## config.mk

```make
export PLATFORM = sky130hd
export DESIGN_NAME = uart_transmitter
export DESIGN_NICKNAME = d
export VERILOG_FILES = /design/src/rtl/uart_pkg.sv /design/src/rtl/uart_bit_timer.sv /design/src/rtl/uart_transmitter.sv
export SDC_FILE = /design/constraint.sdc
export NUM_CORES = 1
export LEC_CHECK = 0
export ABC_AREA = 0
export BUFFER_PORTS_ARGS = -buffer_cell sky130_fd_sc_hd__buf_2
export CAP_MARGIN = 20
export CELL_PAD_IN_SITES_DETAIL_PLACEMENT = 1
export CELL_PAD_IN_SITES_GLOBAL_PLACEMENT = 2
export CORE_ASPECT_RATIO = 2
export CORE_MARGIN = 3
export CORE_UTILIZATION = 36
export CTS_CLUSTER_DIAMETER = 30
export DETAILED_ROUTE_END_ITERATION = 8
export PLACE_DENSITY_LB_ADDON = 0.1
export RECOVER_POWER = 25
export SYNTH_ARGS = -nofsm -noshare
export SYNTH_HDL_FRONTEND = slang
export SYNTH_HIERARCHICAL = 1
export SYNTH_SLANG_ARGS = --single-unit
```

## constraint.sdc

```tcl
create_clock -name i_CLK -period 2.3 [get_ports i_CLK]
set_input_delay 0.46 -clock i_CLK [delete_from_list [all_inputs] [get_ports i_CLK]]
set_output_delay 0.46 -clock i_CLK [all_outputs]
set_load 0.02 [all_outputs]
```

## src/rtl/uart_pkg.sv

```systemverilog
// rtl/uart_pkg.sv - shared UART state encoding, line levels and sizing helper
package uart_pkg;

  typedef enum logic [1:0] {
    IDLE  = 2'd0,
    START = 2'd1,
    DATA  = 2'd2,
    STOP  = 2'd3
  } uart_state_e;

  localparam logic LINE_IDLE   = 1'b1;
  localparam logic START_LEVEL = 1'b0;
  localparam logic STOP_LEVEL  = 1'b1;

  // A one-clock bit period still needs a 1-bit counter so the port widths stay legal.
  function automatic int cnt_width(input int clks);
    return (clks > 1) ? $clog2(clks) : 1;
  endfunction

endpackage

```

## src/rtl/uart_bit_timer.sv

```systemverilog
// rtl/uart_bit_timer.sv - modulo-CLKS_PER_BIT cycle counter with bit_end strobe
module uart_bit_timer
  import uart_pkg::*;
#(
  parameter int CLKS_PER_BIT = 1
) (
  input  logic clk,
  input  logic rst,
  input  logic clear,
  output logic bit_end
);

  localparam int CW = cnt_width(CLKS_PER_BIT);
  localparam logic [CW-1:0] LAST = CW'(CLKS_PER_BIT - 1);

  logic [CW-1:0] cnt_q;
  logic [CW-1:0] cnt_d;

  assign bit_end = (cnt_q == LAST);

  always_comb begin
    cnt_d = cnt_q;
    if (clear || bit_end) begin
      cnt_d = '0;
    end else begin
      cnt_d = cnt_q + 1'b1;
    end
  end

  always_ff @(posedge clk or posedge rst) begin
    if (rst) begin
      cnt_q <= '0;
    end else begin
      cnt_q <= cnt_d;
    end
  end

endmodule

```

## src/rtl/uart_transmitter.sv

```systemverilog
// rtl/uart_transmitter.sv - valid/ready fed serialiser producing start, LSB-first data, stop frames
module uart_transmitter
  import uart_pkg::*;
#(
  parameter int CLKS_PER_BIT = 1,
  parameter int DATA_BITS    = 8
) (
  input  logic                 i_CLK,
  input  logic                 i_RST,
  input  logic [DATA_BITS-1:0] i_TX_DATA,
  input  logic                 i_TX_VALID,
  output logic                 o_TX_READY,
  output logic                 o_TX,
  output logic                 o_TX_BUSY,
  output logic                 o_TX_DONE
);

  localparam int IW = $clog2(DATA_BITS);
  localparam logic [IW-1:0] LAST_BIT = IW'(DATA_BITS - 1);

  uart_state_e          state_q, state_d;
  logic [DATA_BITS-1:0] shift_q, shift_d;
  logic [IW-1:0]        bit_idx_q, bit_idx_d;
  logic                 tx_q, tx_d;
  logic                 done_q, done_d;
  logic                 bit_end;
  logic                 accept;

  // Ready is forced low during reset so no word is accepted against a clearing FSM.
  assign o_TX_READY = (state_q == IDLE) && !i_RST;
  assign o_TX_BUSY  = (state_q != IDLE);
  assign o_TX       = tx_q;
  assign o_TX_DONE  = done_q;
  assign accept     = i_TX_VALID && o_TX_READY;

  uart_bit_timer #(
    .CLKS_PER_BIT(CLKS_PER_BIT)
  ) u_bit_timer (
    .clk    (i_CLK),
    .rst    (i_RST),
    .clear  (state_q == IDLE),
    .bit_end(bit_end)
  );

  always_comb begin
    state_d   = state_q;
    shift_d   = shift_q;
    bit_idx_d = bit_idx_q;
    tx_d      = tx_q;
    done_d    = 1'b0;
    case (state_q)
      IDLE: begin
        tx_d = LINE_IDLE;
        if (accept) begin
          shift_d = i_TX_DATA;
          tx_d    = START_LEVEL;
          state_d = START;
        end
      end
      START: begin
        if (bit_end) begin
          tx_d      = shift_q[0];
          bit_idx_d = '0;
          state_d   = DATA;
        end
      end
      DATA: begin
        if (bit_end) begin
          if (bit_idx_q == LAST_BIT) begin
            tx_d    = STOP_LEVEL;
            state_d = STOP;
          end else begin
            shift_d   = shift_q >> 1;
            tx_d      = shift_q[1];
            bit_idx_d = bit_idx_q + 1'b1;
          end
        end
      end
      STOP: begin
        if (bit_end) begin
          state_d = IDLE;
          done_d  = 1'b1;
        end
      end
      default: state_d = IDLE;
    endcase
  end

  always_ff @(posedge i_CLK or posedge i_RST) begin
    if (i_RST) begin
      state_q   <= IDLE;
      shift_q   <= '0;
      bit_idx_q <= '0;
      tx_q      <= LINE_IDLE;
      done_q    <= 1'b0;
    end else begin
      state_q   <= state_d;
      shift_q   <= shift_d;
      bit_idx_q <= bit_idx_d;
      tx_q      <= tx_d;
      done_q    <= done_d;
    end
  end

endmodule
```

==> results.json <==
{
  "grt_max_degree": 16,
  "wl_per_cell_um": 14.5,
  "hold_viol_final": 0,
  "die_h_um": 78.9,
  "gp_congestion": 0.661,
  "clk_pin_slew_worst_paths_ns": 0.07,
  "drtIter0Drc": 5,
  "drv_cap": 0,
  "ys_types": 24,
  "antenna_left": 0,
  "initial_core_util_pct": 39.2,
  "seq_area_frac_synth_pct": 42.0,
  "crit_family": "flip-flops",
  "cp.required_ns": 1.84,
  "final_area_um2": 1110,
  "clock-sinks": 16,
  "worstMarginPinSlew_ns": 0.593,
  "insertion_delay_ns": 0.26,
  "hold_buffers": 0,
  "vias": 636,
  "io_buffers": 14,
  "dp_hpwl_um": 1460,
  "path_buf_inv": 3,
  "crit_type": "reg2out",
  "cp-end-kind": "output port",
  "slowest_stage": "dfrtp_1",
  "drc": 0,
  "final-setup-viol-count": 0,
  "grt_pass1_wl_um": 3380,
  "cp_common_cell": "inv_1",
  "final_net_count": 119,
  "num-fill-cells": 278,
  "synthCells": 81,
  "final_core_util_pct": 45.5,
  "cp_cell_sequence": "inv_1, ha_1, inv_1, nor2_1, buf_2",
  "syn_area_um2": 956,
  "setup_tns_ns": 0,
  "path_max_fanout": 5,
  "drtPass1Iterations": 3,
  "p_leak_nw": 0.521,
  "die_w_um": 42.4,
  "pre_cts_slack_ns": 0.382,
  "syn_to_final_growth_pct": 16.1,
  "rsz0062_at_grt": "no",
  "grt_pass1_vias": 775,
  "antenna_found_initial": 0,
  "die_area_um2": 3350,
  "synth_seq_cells": 16,
  "final-max-slew-violation-count": 0,
  "ir_worst_vdd_mv": 0.712,
  "placementRows": 25,
  "layout-drive-gt1-share_pct": 42.4,
  "fmax_ghz": 0.505,
  "fin_crit_sh_pct": 86.0,
  "period_needed_ns": 1.98,
  "yosys_warnings": 6,
  "grt_usage_pct": 13.2,
  "dpl-instance-area_um2": 1060,
  "overflow": 0,
  "setup_ws_ns": 0.321,
  "syn_nets": 100,
  "critPathMaxStageDelay_ns": 0.44,
  "htree_levels": 1,
  "vias_per_cell": 5.05,
  "cts_tree": "built",
  "core_um2": 2440,
  "drt_wl_total_um": 1820,
  "startpoint_type": "flip-flop",
  "finalPower_w": 0.00156,
  "outcome": "complete, no violations",
  "cts_buffers": 3,
  "cts-resized-gates": 0,
  "hold_class": "in2async",
  "pwr_density_cell_nw_per_um2": 1410,
  "num_io_pins": 15,
  "critPathArrivalTime_ns": 1.52,
  "relSlewSlack_pct": 60.4,
  "avgSynthCellArea_um2": 11.8,
  "root_buffer": "clkbuf_8",
  "skew_ns": 0.0104,
  "post-cts-setup-buffers": 0,
  "clockBufferDepth": 2,
  "n_antenna_cell": 0
}
through the flow:
stage	std cells	hold WS (ns)
final	126	0.0699
after global routing	126	0.0985
after CTS	126	0.0652
after detailed placement	122	0.342
after global placement	122	0.336
after floorplan	81	0.189
flip-flops by register name, indices dropped and copies added, names as in the netlist:
name and flops:
bit_idx_q 3, o_TX 1, o_TX_DONE 1, shift_q 8, state_q 2, u_bit_timer/cnt_q 1
logic make-up after synthesis:
| group | Yosys count | share of synthesized area [%] |
|---|---|---|
| fa+ha+maj | 8 | 10.5 |
| buf+inv | 9 | 4.71 |
| other cells | 1 | 0.392 |
| flops | 16 | 42.0 |
| mux | 18 | 21.1 |
| compound gates | 13 | 11.6 |
| simple gates | 16 | 9.69 |
report_power, final:
part           switching (W)  internal [W]
clock network       0.000103      0.000152
registers          0.0000884      0.000426
logic               0.000361      0.000433
final cells by class:
class                   instances  area (um^2)  area share [%]
multi-input cells              56          509            45.9
repair buffers                 16         83.8            7.55
flip-flops and latches         16          402            36.2
inverters                       7         26.3            2.37
well taps                      27         33.8            3.04
clock buffers                   4         55.1            4.96
synthesized netlist by cell type:
cell | number | area share, %
a221oi_2 | 1 | 1.6
a22o_1 | 3 | 2.7
a22oi_4 | 1 | 2.2
a31oi_1 | 1 | 0.65
and2_1 | 1 | 0.65
and4bb_2 | 1 | 1.3
buf_4 | 1 | 0.79
buf_6 | 1 | 1.2
conb_1 | 1 | 0.39
dfrtp_1 | 15 | 39
dfstp_2 | 1 | 2.7
ha_1 | 8 | 10
inv_1 | 7 | 2.7
mux2_2 | 17 | 20
mux2i_1 | 1 | 1.0
nand2_1 | 6 | 2.4
nand2b_1 | 2 | 1.3
nand2b_4 | 1 | 1.4
nand3b_1 | 1 | 0.79
nor2_1 | 3 | 1.2
nor2b_1 | 1 | 0.65
o21ai_0 | 5 | 2.6
o21ba_2 | 1 | 1.0
o21bai_1 | 1 | 0.79
cells in the final DEF, fill, tap and decap left out:
cell type  netlist  layout
a221oi_2         1       1
a22o_1           3       3
a22oi_4          1       1
a31oi_1          1       1
and2_1           1       1
and4bb_2         1       1
buf_2            0      13
buf_4            1       2
clkbuf_1         0       1
clkbuf_8         0       4
conb_1           1       1
dfrtp_1         15      15
dfstp_2          1       1
ha_1             8       8
inv_1            7       7
mux2_2          17      17
mux2i_1          1       1
nand2_1          6       6
nand2b_1         2       2
nand2b_4         1       1
nand3b_1         1       1
nor2_1           3       3
nor2b_1          1       1
o21ai_0          5       5
o21ba_2          1       1
o21bai_1         1       1
layer usage:
metal	track usage (%)	up-vias	wire, um
li1	-	313	-
met5	0	-	0
met3	2.04	5	45
met2	25.1	11	1000
met1	12.9	307	728
met4	7.48	0	46
path summary, 6_finish.rpt:
path,endpoint,depth (start not counted),from,slack [ns]
worst max-delay path,o_TX_READY,5,state_q[1],0.32
worst min-delay path,u_bit_timer/cnt_q,2,i_RST,0.07
worst max register to register,shift_q[2],5,bit_idx_q[0],0.41
worst min register to register,shift_q[6],1,shift_q[6],0.51
max in group asynchronous,bit_idx_q[2],2,i_RST,1.60
min in group i_CLK,shift_q[6],1,shift_q[6],0.51
No activity file was read; power rests on OpenSTA's default activity.
